[config.mk]
export PLATFORM = sky130hd
export DESIGN_NAME = register_file_sb_flat
export DESIGN_NICKNAME = d
export VERILOG_FILES = /design/src/rtl/rv_pkg.sv /design/src/rtl/register_file_sb_if.sv /design/src/rtl/register_file_sb_read_port.sv /design/src/rtl/register_file_sb.sv /design/src/flat_wrapper.sv
export SDC_FILE = /design/constraint.sdc
export NUM_CORES = 2
export LEC_CHECK = 0
export CORE_MARGIN = 2
export CORE_UTILIZATION = 64
export DETAILED_ROUTE_END_ITERATION = 10
export GPL_TIMING_DRIVEN = 0
export PLACE_DENSITY_LB_ADDON = 0.1
export SYNTH_ARGS = -nofsm -noshare
export SYNTH_HDL_FRONTEND = slang
export SYNTH_SLANG_ARGS = --single-unit
export TNS_END_PERCENT = 10
[constraint.sdc]
create_clock -name clk -period 72.4 [get_ports clk]
set_input_delay 14.48 -clock clk [delete_from_list [all_inputs] [get_ports clk]]
set_output_delay 14.48 -clock clk [all_outputs]
set_load 0.01 [all_outputs]
[src/rtl/rv_pkg.sv]
// Shared RISC-V core types and defaults used by the integer register file.
// Latency: n/a (declarations only).
// Backpressure: n/a.
package rv_pkg;

    localparam int XLEN_DEFAULT     = 32;
    localparam int NUM_REGS_DEFAULT = 32;

    typedef logic [4:0]  reg_addr_t;
    typedef logic [31:0] xlen_t;

    // x0 is hardwired to zero in the architecture.
    localparam reg_addr_t REG_ZERO = 5'd0;

endpackage

[src/rtl/register_file_sb_if.sv]
// Bundle of decode/writeback-facing signals for the scoreboarded register file.
// Latency: n/a (wires only); reads are combinational through the slave.
// Backpressure: none; every strobe is accepted on the edge it is presented.
interface register_file_sb_if #(
    parameter int XLEN     = 32,
    parameter int NUM_REGS = 32,
    parameter int NUM_READ = 2
);
    localparam int AW = $clog2(NUM_REGS);

    // Read side (decode)
    logic [NUM_READ*AW-1:0]   rd_addr;
    logic [NUM_READ*XLEN-1:0] rd_data;
    logic [NUM_READ-1:0]      rd_busy;

    // Write side (writeback)
    logic                     wr_en;
    logic [AW-1:0]            wr_addr;
    logic [XLEN-1:0]          wr_data;

    // Scoreboard side (issue of long-latency ops)
    logic                     busy_set;
    logic [AW-1:0]            busy_addr;
    logic                     any_busy;

    // Statistics
    logic [31:0]              wr_count;

    modport master (
        output rd_addr, wr_en, wr_addr, wr_data, busy_set, busy_addr,
        input  rd_data, rd_busy, any_busy, wr_count
    );

    modport slave (
        input  rd_addr, wr_en, wr_addr, wr_data, busy_set, busy_addr,
        output rd_data, rd_busy, any_busy, wr_count
    );

endinterface

[src/rtl/register_file_sb_read_port.sv]
// One combinational read port: stored value/busy, with optional same-cycle write forwarding.
// Latency: zero cycles (pure combinational lookup).
// Backpressure: none; always presents data for the current address.
module regfile_read_port #(
    parameter int XLEN     = 32,
    parameter int NUM_REGS = 32,
    parameter int BYPASS   = 1,
    localparam int AW      = $clog2(NUM_REGS)
) (
    input  logic [NUM_REGS-1:0][XLEN-1:0] regs,
    input  logic [NUM_REGS-1:0]           busy,
    input  logic [AW-1:0]                 rd_addr,
    // wr_en/busy_set arrive already qualified: non-zero address, not in reset
    input  logic                          wr_en,
    input  logic [AW-1:0]                 wr_addr,
    input  logic [XLEN-1:0]               wr_data,
    input  logic                          busy_set,
    input  logic [AW-1:0]                 busy_addr,
    output logic [XLEN-1:0]               rd_data,
    output logic                          rd_busy
);

    logic hit;

    // Select forwarded write data or the stored entry; x0 reads rely on regs[0]/busy[0] being zero.
    always_comb begin
        hit     = (BYPASS != 0) && wr_en && (wr_addr == rd_addr) && (rd_addr != '0);
        rd_data = regs[rd_addr];
        rd_busy = busy[rd_addr];
        if (hit) begin
            rd_data = wr_data;
            // The write retires the old producer unless a new one is issued on the same edge.
            rd_busy = busy_set && (busy_addr == rd_addr);
        end
    end

endmodule

[src/rtl/register_file_sb.sv]
// Clocked integer register file with per-register busy scoreboard and write counter.
// Latency: reads zero-cycle combinational; writes and busy updates take effect on the next clk edge.
// Backpressure: none; writes and busy_set are always accepted, x0 targets are dropped.
module register_file_sb
    import rv_pkg::*;
#(
    parameter int XLEN     = XLEN_DEFAULT,
    parameter int NUM_REGS = NUM_REGS_DEFAULT,
    parameter int NUM_READ = 2,
    parameter int BYPASS   = 1
) (
    input  logic               clk,
    input  logic               reset,
    register_file_sb_if.slave  rf
);

    localparam int AW = $clog2(NUM_REGS);
    localparam logic [AW-1:0] ZERO_ADDR = AW'(REG_ZERO);

    logic [NUM_REGS-1:0][XLEN-1:0] regs_q, regs_d;
    logic [NUM_REGS-1:0]           busy_q, busy_d;
    logic [31:0]                   wr_count_q, wr_count_d;

    logic                          wr_fire;
    logic                          set_fire;

    logic [NUM_READ-1:0][XLEN-1:0] rd_data_w;
    logic [NUM_READ-1:0]           rd_busy_w;

    // Qualified strobes: x0 targets are dropped, and nothing forwards while reset is held.
    always_comb begin
        wr_fire  = rf.wr_en    && !reset && (rf.wr_addr   != ZERO_ADDR);
        set_fire = rf.busy_set && !reset && (rf.busy_addr != ZERO_ADDR);
    end

    // Next-state for storage, scoreboard and counter; busy_set is applied after the
    // write-clear so a newly issued producer wins over the retiring one.
    always_comb begin
        regs_d     = regs_q;
        busy_d     = busy_q;
        wr_count_d = wr_count_q;
        if (wr_fire) begin
            regs_d[rf.wr_addr] = rf.wr_data;
            busy_d[rf.wr_addr] = 1'b0;
            wr_count_d         = wr_count_q + 32'd1;
        end
        if (set_fire) begin
            busy_d[rf.busy_addr] = 1'b1;
        end
        regs_d[0] = '0;
        busy_d[0] = 1'b0;
    end

    // State registers, cleared asynchronously so outputs drop to zero the moment reset rises.
    always_ff @(posedge clk or posedge reset) begin
        if (reset) begin
            regs_q     <= '0;
            busy_q     <= '0;
            wr_count_q <= '0;
        end else begin
            regs_q     <= regs_d;
            busy_q     <= busy_d;
            wr_count_q <= wr_count_d;
        end
    end

    for (genvar i = 0; i < NUM_READ; i++) begin : g_rd
        regfile_read_port #(
            .XLEN     (XLEN),
            .NUM_REGS (NUM_REGS),
            .BYPASS   (BYPASS)
        ) u_rd_port (
            .regs      (regs_q),
            .busy      (busy_q),
            .rd_addr   (rf.rd_addr[i*AW +: AW]),
            .wr_en     (wr_fire),
            .wr_addr   (rf.wr_addr),
            .wr_data   (rf.wr_data),
            .busy_set  (set_fire),
            .busy_addr (rf.busy_addr),
            .rd_data   (rd_data_w[i]),
            .rd_busy   (rd_busy_w[i])
        );
    end

    assign rf.rd_data  = rd_data_w;
    assign rf.rd_busy  = rd_busy_w;
    assign rf.any_busy = |busy_q;
    assign rf.wr_count = wr_count_q;

endmodule
[src/flat_wrapper.sv]
// flat-port wrapper written by rule: the top's interface ports become plain ports
module register_file_sb_flat import rv_pkg::*;
#(
    parameter int XLEN     = XLEN_DEFAULT,
    parameter int NUM_REGS = NUM_REGS_DEFAULT,
    parameter int NUM_READ = 2,
    parameter int BYPASS   = 1
)
  (clk, reset, rf_rd_addr, rf_wr_en, rf_wr_addr, rf_wr_data, rf_busy_set, rf_busy_addr, rf_rd_data, rf_rd_busy, rf_any_busy, rf_wr_count);
  register_file_sb_if #(.XLEN(XLEN), .NUM_REGS(NUM_REGS), .NUM_READ(NUM_READ)) rf_i ();
  input  logic clk;
  input  logic reset;
  input wire logic [$bits(rf_i.rd_addr)-1:0] rf_rd_addr;
  input wire logic [$bits(rf_i.wr_en)-1:0] rf_wr_en;
  input wire logic [$bits(rf_i.wr_addr)-1:0] rf_wr_addr;
  input wire logic [$bits(rf_i.wr_data)-1:0] rf_wr_data;
  input wire logic [$bits(rf_i.busy_set)-1:0] rf_busy_set;
  input wire logic [$bits(rf_i.busy_addr)-1:0] rf_busy_addr;
  output wire logic [$bits(rf_i.rd_data)-1:0] rf_rd_data;
  output wire logic [$bits(rf_i.rd_busy)-1:0] rf_rd_busy;
  output wire logic [$bits(rf_i.any_busy)-1:0] rf_any_busy;
  output wire logic [$bits(rf_i.wr_count)-1:0] rf_wr_count;
  assign rf_i.rd_addr = rf_rd_addr;
  assign rf_i.wr_en = rf_wr_en;
  assign rf_i.wr_addr = rf_wr_addr;
  assign rf_i.wr_data = rf_wr_data;
  assign rf_i.busy_set = rf_busy_set;
  assign rf_i.busy_addr = rf_busy_addr;
  assign rf_rd_data = rf_i.rd_data;
  assign rf_rd_busy = rf_i.rd_busy;
  assign rf_any_busy = rf_i.any_busy;
  assign rf_wr_count = rf_i.wr_count;
  register_file_sb #(.XLEN(XLEN), .NUM_REGS(NUM_REGS), .NUM_READ(NUM_READ), .BYPASS(BYPASS)) u_core (.clk(clk), .reset(reset), .rf(rf_i));
endmodule
Yosys cells after proc, flatten, opt, wreduce, memory -nomap -nowiden:

Cells that the tools add are included.

* logic and storage cells: 86
* output and inout port bits: 99
* register bits after elaboration: 1055
* input bits: 56

* bitwise logic cells: 3
* magnitude comparators: 6
* multiplexer cells: 21
* equality and inequality tests: 4
* reduce and logical (&&, ||, !) cells: 18
* add/subtract/negate cells: 1

Operators with widths (count)
* bitwise mux 1024 bit: 1
* binary-select mux 32 bit (select 5 bit): 2
* two-way mux 32 bit: 7
* demux 32 bit (select 5 bit): 1
* adder 32 x 1 -> 32 bit (second input constant): 1
* AND 32 bit: 1
* inverter 32 bit: 1
* bitwise OR 32 bit: 1
* OR reduction 31 bit: 1
* less-than comparator 5 x 6 -> 1 bit (second input constant): 4
* equality test 5 bit: 4
* nonzero test 5 bit: 4
* logical AND 1 bit: 12
* binary-select mux 1 bit (select 5 bit): 2
* demux 1 bit (select 5 bit): 2
* greater-or-equal comparator 5 x 1 -> 1 bit (second input constant): 2
* two-way mux 1 bit: 6
* logical NOT 1 bit: 1

Longest topological paths before layout:

* depth after elaboration: 9
* depth in mapped cells: 10
* gate-level depth less buffers: 6

By module:

Synthesis repeated with hierarchy kept, for this count alone.

* cell total of the unflattened synthesis: 3887
* area, all modules: 57652.8 µm²

By module, submodules not included
* register_file_sb: sequential area each 26400.3 µm², cells each 2489, times used 1, area an instance 40241.1 µm²
* regfile_read_port: sequential area each 0.0 µm², cells each 699, times used 2, area an instance 8705.8 µm²

Worst setup path after synthesis:

Ideal clock, no wire load.

* path kind: input to output
* from: input rf_rd_addr[5]
* to: output rf_rd_data[61]
* buffers on the path: 3
* data arrival time: 16.125 ns
* cell stages on the path: 7
* data required time: 57.920 ns
* setup slack: 41.795 ns
* path through: buf_2 > buf_2 > buf_2 > mux4_2 > o22ai_1 > nor2_1 > o22a_1

* longest elaborated chain between the ends: 4
* elaborated cells between the ends (all ways): 7
* classes of those cells: 1 x eq/ne; 3 x mux; 3 x reduce/logical

RTL lines
* start: declaration: RTL line flat_wrapper.sv:13 `input wire logic [$bits(rf_i.rd_addr)-1:0] rf_rd_addr;`
* parallel branches: the longest is 3 deep, another holds binary-select mux 32 bit (select 5 bit)
* two-way mux 32 bit (*): RTL line register_file_sb_read_port.sv:30 `if (hit) begin`
* end: declaration: RTL line flat_wrapper.sv:19 `output wire logic [$bits(rf_i.rd_data)-1:0] rf_rd_data;`

Every way passes the cells marked *. The select of a mux whose other input is x is not followed.

Final worst setup path:

* from: input reset
* to: output rf_rd_data[8]

* longest elaborated chain between the ends: 6

RTL lines
* start: declaration: RTL line flat_wrapper.sv:12 `input logic reset;`
* logical NOT 1 bit: RTL line register_file_sb.sv:32 `wr_fire = rf.wr_en && !reset && (rf.wr_addr != ZERO_ADDR);`
* logical AND 1 bit (2 in series): RTL line register_file_sb.sv:32
* logical AND 1 bit (2 in series): RTL line register_file_sb_read_port.sv:27 `hit = (BYPASS != 0) && wr_en && (wr_addr == rd_addr) && (rd_addr != '0);`
* two-way mux 32 bit: RTL line register_file_sb_read_port.sv:30

Every way passes these cells.

==> flow_summary.ini <==
[clock_network]
cts_sinks = 1055
cts-root-buf = clkbuf_16
cts_buffers = 112
path_clk_slew_ps = 60
hold_buffers = 0
h-tree-depth = 3
clk_latency_ps = 710
post_cts_resized = 0
cts_setup_buffers = 0
cts_tree = yes
clockBufferDepth = 3

[yosys]
synthArstFlopShare = 1.000
yosys_warnings = 0
ys_types = 62
syn_area_per_cell_sq_um = 13.76
synth.most_common_cell = dfrtp_1
synth_cells = 4112
synth-edff-count = 0
synth-seq-cells = 1055
synth.yosys.seq_area_share = 0.4668
synth_top_cells_by_count = 1055 x dfrtp_1, 999 x mux2_2, 396 x mux4_2
synth_top_area_share = 0.4668
ys.flop_type = dfrtp_1
yosysTopAreaCell = dfrtp_1
synth_area_sq_um = 56560
synth.area.top_cells = dfrtp_1 47%, mux2_2 20%, mux4_2 16%
syn-num-nets = 4169

[floorplanning]
die_x_um = 301.3
rows = 109
io_pins = 155
initial_core_util = 0.6430
fp.coreArea_sq_um = 87970
die_y_um = 301.3
dieArea_sq_um = 90770

[timing]
hold_violations = 0
finalCriticalPeriod_ps = 34200
clock_skew_ps = 7.092
period_share = 0.4724
tns_ps = 0
setup_violations = 0
drv_slew = 7
relSlewSlack = -0.009039
max_freq_ghz = 0.02924
rsz0062_at_grt = false
tightest_slew_ps = 1501

[setup_path]
crit_chain = clkdlybuf4s50_1, nand2b_1, buf_4, a21oi_1, nand4_1, buf_2, buf_1, a31oi_1, clkdlybuf4s50_1
crit_required_ps = 57920
cp_data_arrival_time_ps = 19720
rrSetupSlack_ps = 70080
cp-end-kind = output pin
slowest_delay_ps = 980
cpMaxStageDelayCell = a31oi_1
worstPathMaxFanout = 10
path_common_cell = clkdlybuf4s50_1
crit_type = primary input to output pin
startpoint_type = primary input

[place]
dp_hpwl_um = 141500
io_buffers = 141
place.gp.congestion = 1.024
placed_area_sq_um = 59700

[routing]
drcViolationCount = 0
routed_wl_um = 202800
first_iter_violations = 5671
ant_nets = 0
wire_per_inst_um = 35.96
vias = 42040
drt_first_pass_iters = 10
avgViaCountPerCell = 7.456

[flow_run]
drv_cap = 1

[global_routing]
grt_pass1_wl_um = 290500
grt_max_degree = 133
grt_pass1_vias = 42290
antenna_found_initial = 8
grt_use_total = 0.4513
overflow = 0

[status]
outcome = complete, but fails checks
violations = max-capacitance violations, max-slew violations

[power_and_ir_drop]
powerDensity_nw_per_um2 = 26.00
p_leak_nw = 28.18
max-vdd-ir-drop_mv = 0.02185

[layout]
drive_above_1_share = 0.3953
final_nets = 4434
areaGrowthSynthToFinish_pct = 12.63
post-route-cell-area_sq_um = 63700

[hold_path]
min_path_type = flip-flop to flip-flop
## registers in the layout, indices dropped and copies added, names as in the netlist
register            cells
u_core.regs_q         992
u_core.rf.wr_count     32
u_core.busy_q          31
## worst paths after layout
path                                   startpoint                     end  cells past startpoint
setup / recovery                            reset           rf_rd_data[8]                      9
setup reg to reg            u_core.rf.wr_count[0]  u_core.rf.wr_count[30]                      6
hold / removal             u_core.rf.wr_count[31]  u_core.rf.wr_count[31]                      1
max in group asynchronous                   reset      u_core.regs_q[687]                      5
hold reg to reg            u_core.rf.wr_count[31]  u_core.rf.wr_count[31]                      1
min in group asynchronous                   reset      u_core.regs_q[287]                      2
## layer usage
layer  vias to the layer above  track usage  part of all wire
met3                       844       0.1670              0.14
li1                      16330            -                 -
met1                     21650       0.5859              0.36
met5                         -     0.006349            0.0012
met4                        15       0.2874             0.076
met2                      3195       0.6432              0.43
## cell usage in the layout (no fill, tap or decap), drive strengths merged, types with 5 or more instances in the layout
cell / instances
o31ai: 31
nand3: 42
o21ai: 72
clkinv: 26
xnor2: 26
a2111oi: 33
o22a: 32
a22o: 9
o221ai: 31
nand3b: 34
nand2: 86
a31oi: 35
nor3b: 7
a21oi: 37
nor4: 11
nand4: 11
xor2: 25
clkdlybuf4s50: 141
clkbuf: 382
mux2: 999
mux2i: 169
buf: 229
nand2b: 18
nor2: 167
o22ai: 188
a22oi: 32
mux4: 396
dfrtp: 1055
nor3: 17
a211o: 30
o32ai: 6
bufinv: 14
nor2b: 11
or3: 5
inv: 28
## critical path: cells and delay by family
family,cells,cell delay [ps]
compound gates,2,1650
buf+inv,5,2530
simple gates,2,1050
## through the flow
step           power [mW]    util  instances  setup slack, ps  hold slack (ps)
2_1_floorplan      0.9291       -       4112            28220            482.8
3_3_place_gp        1.017  0.6756       5418            15920            461.3
3_5_place_dp        1.028  0.6787       5428            38750            464.0
4_1_cts             1.643  0.7242       5637            38770            471.7
5_1_grt             1.701  0.7242       5637            38400            504.1
6_report            1.656  0.7242       5638            38200            469.7
## power breakdown
group          internal [mW]  switching [mW]
Clock                  0.370           0.254
Sequential             0.669          0.0640
Combinational          0.157           0.141
## cells by family after synthesis
| group | synth area share |
|---|---|
| AO/OA/AOI/OAI | 0.06705 |
| AND/OR/NAND/NOR | 0.03654 |
| buffers and inverters | 0.03506 |
| XOR/XNOR | 0.007897 |
| flip-flops | 0.4668 |
| adder cells (fa/ha/maj) | 0.0002212 |
| multiplexers | 0.3865 |
## cell type report
cell class	instances	area (sq um)
diodes	1	2.502
inverters	25	101.3
clock buffers	162	3343
well taps	1165	1458
plain buffers	439	1889
clock inverters	47	658.1
multi-input cells	2593	28180
repair buffers	151	1674
fillers	5972	24260
flip-flops and latches	1055	26400
No activity file was read; power rests on OpenSTA's default activity.
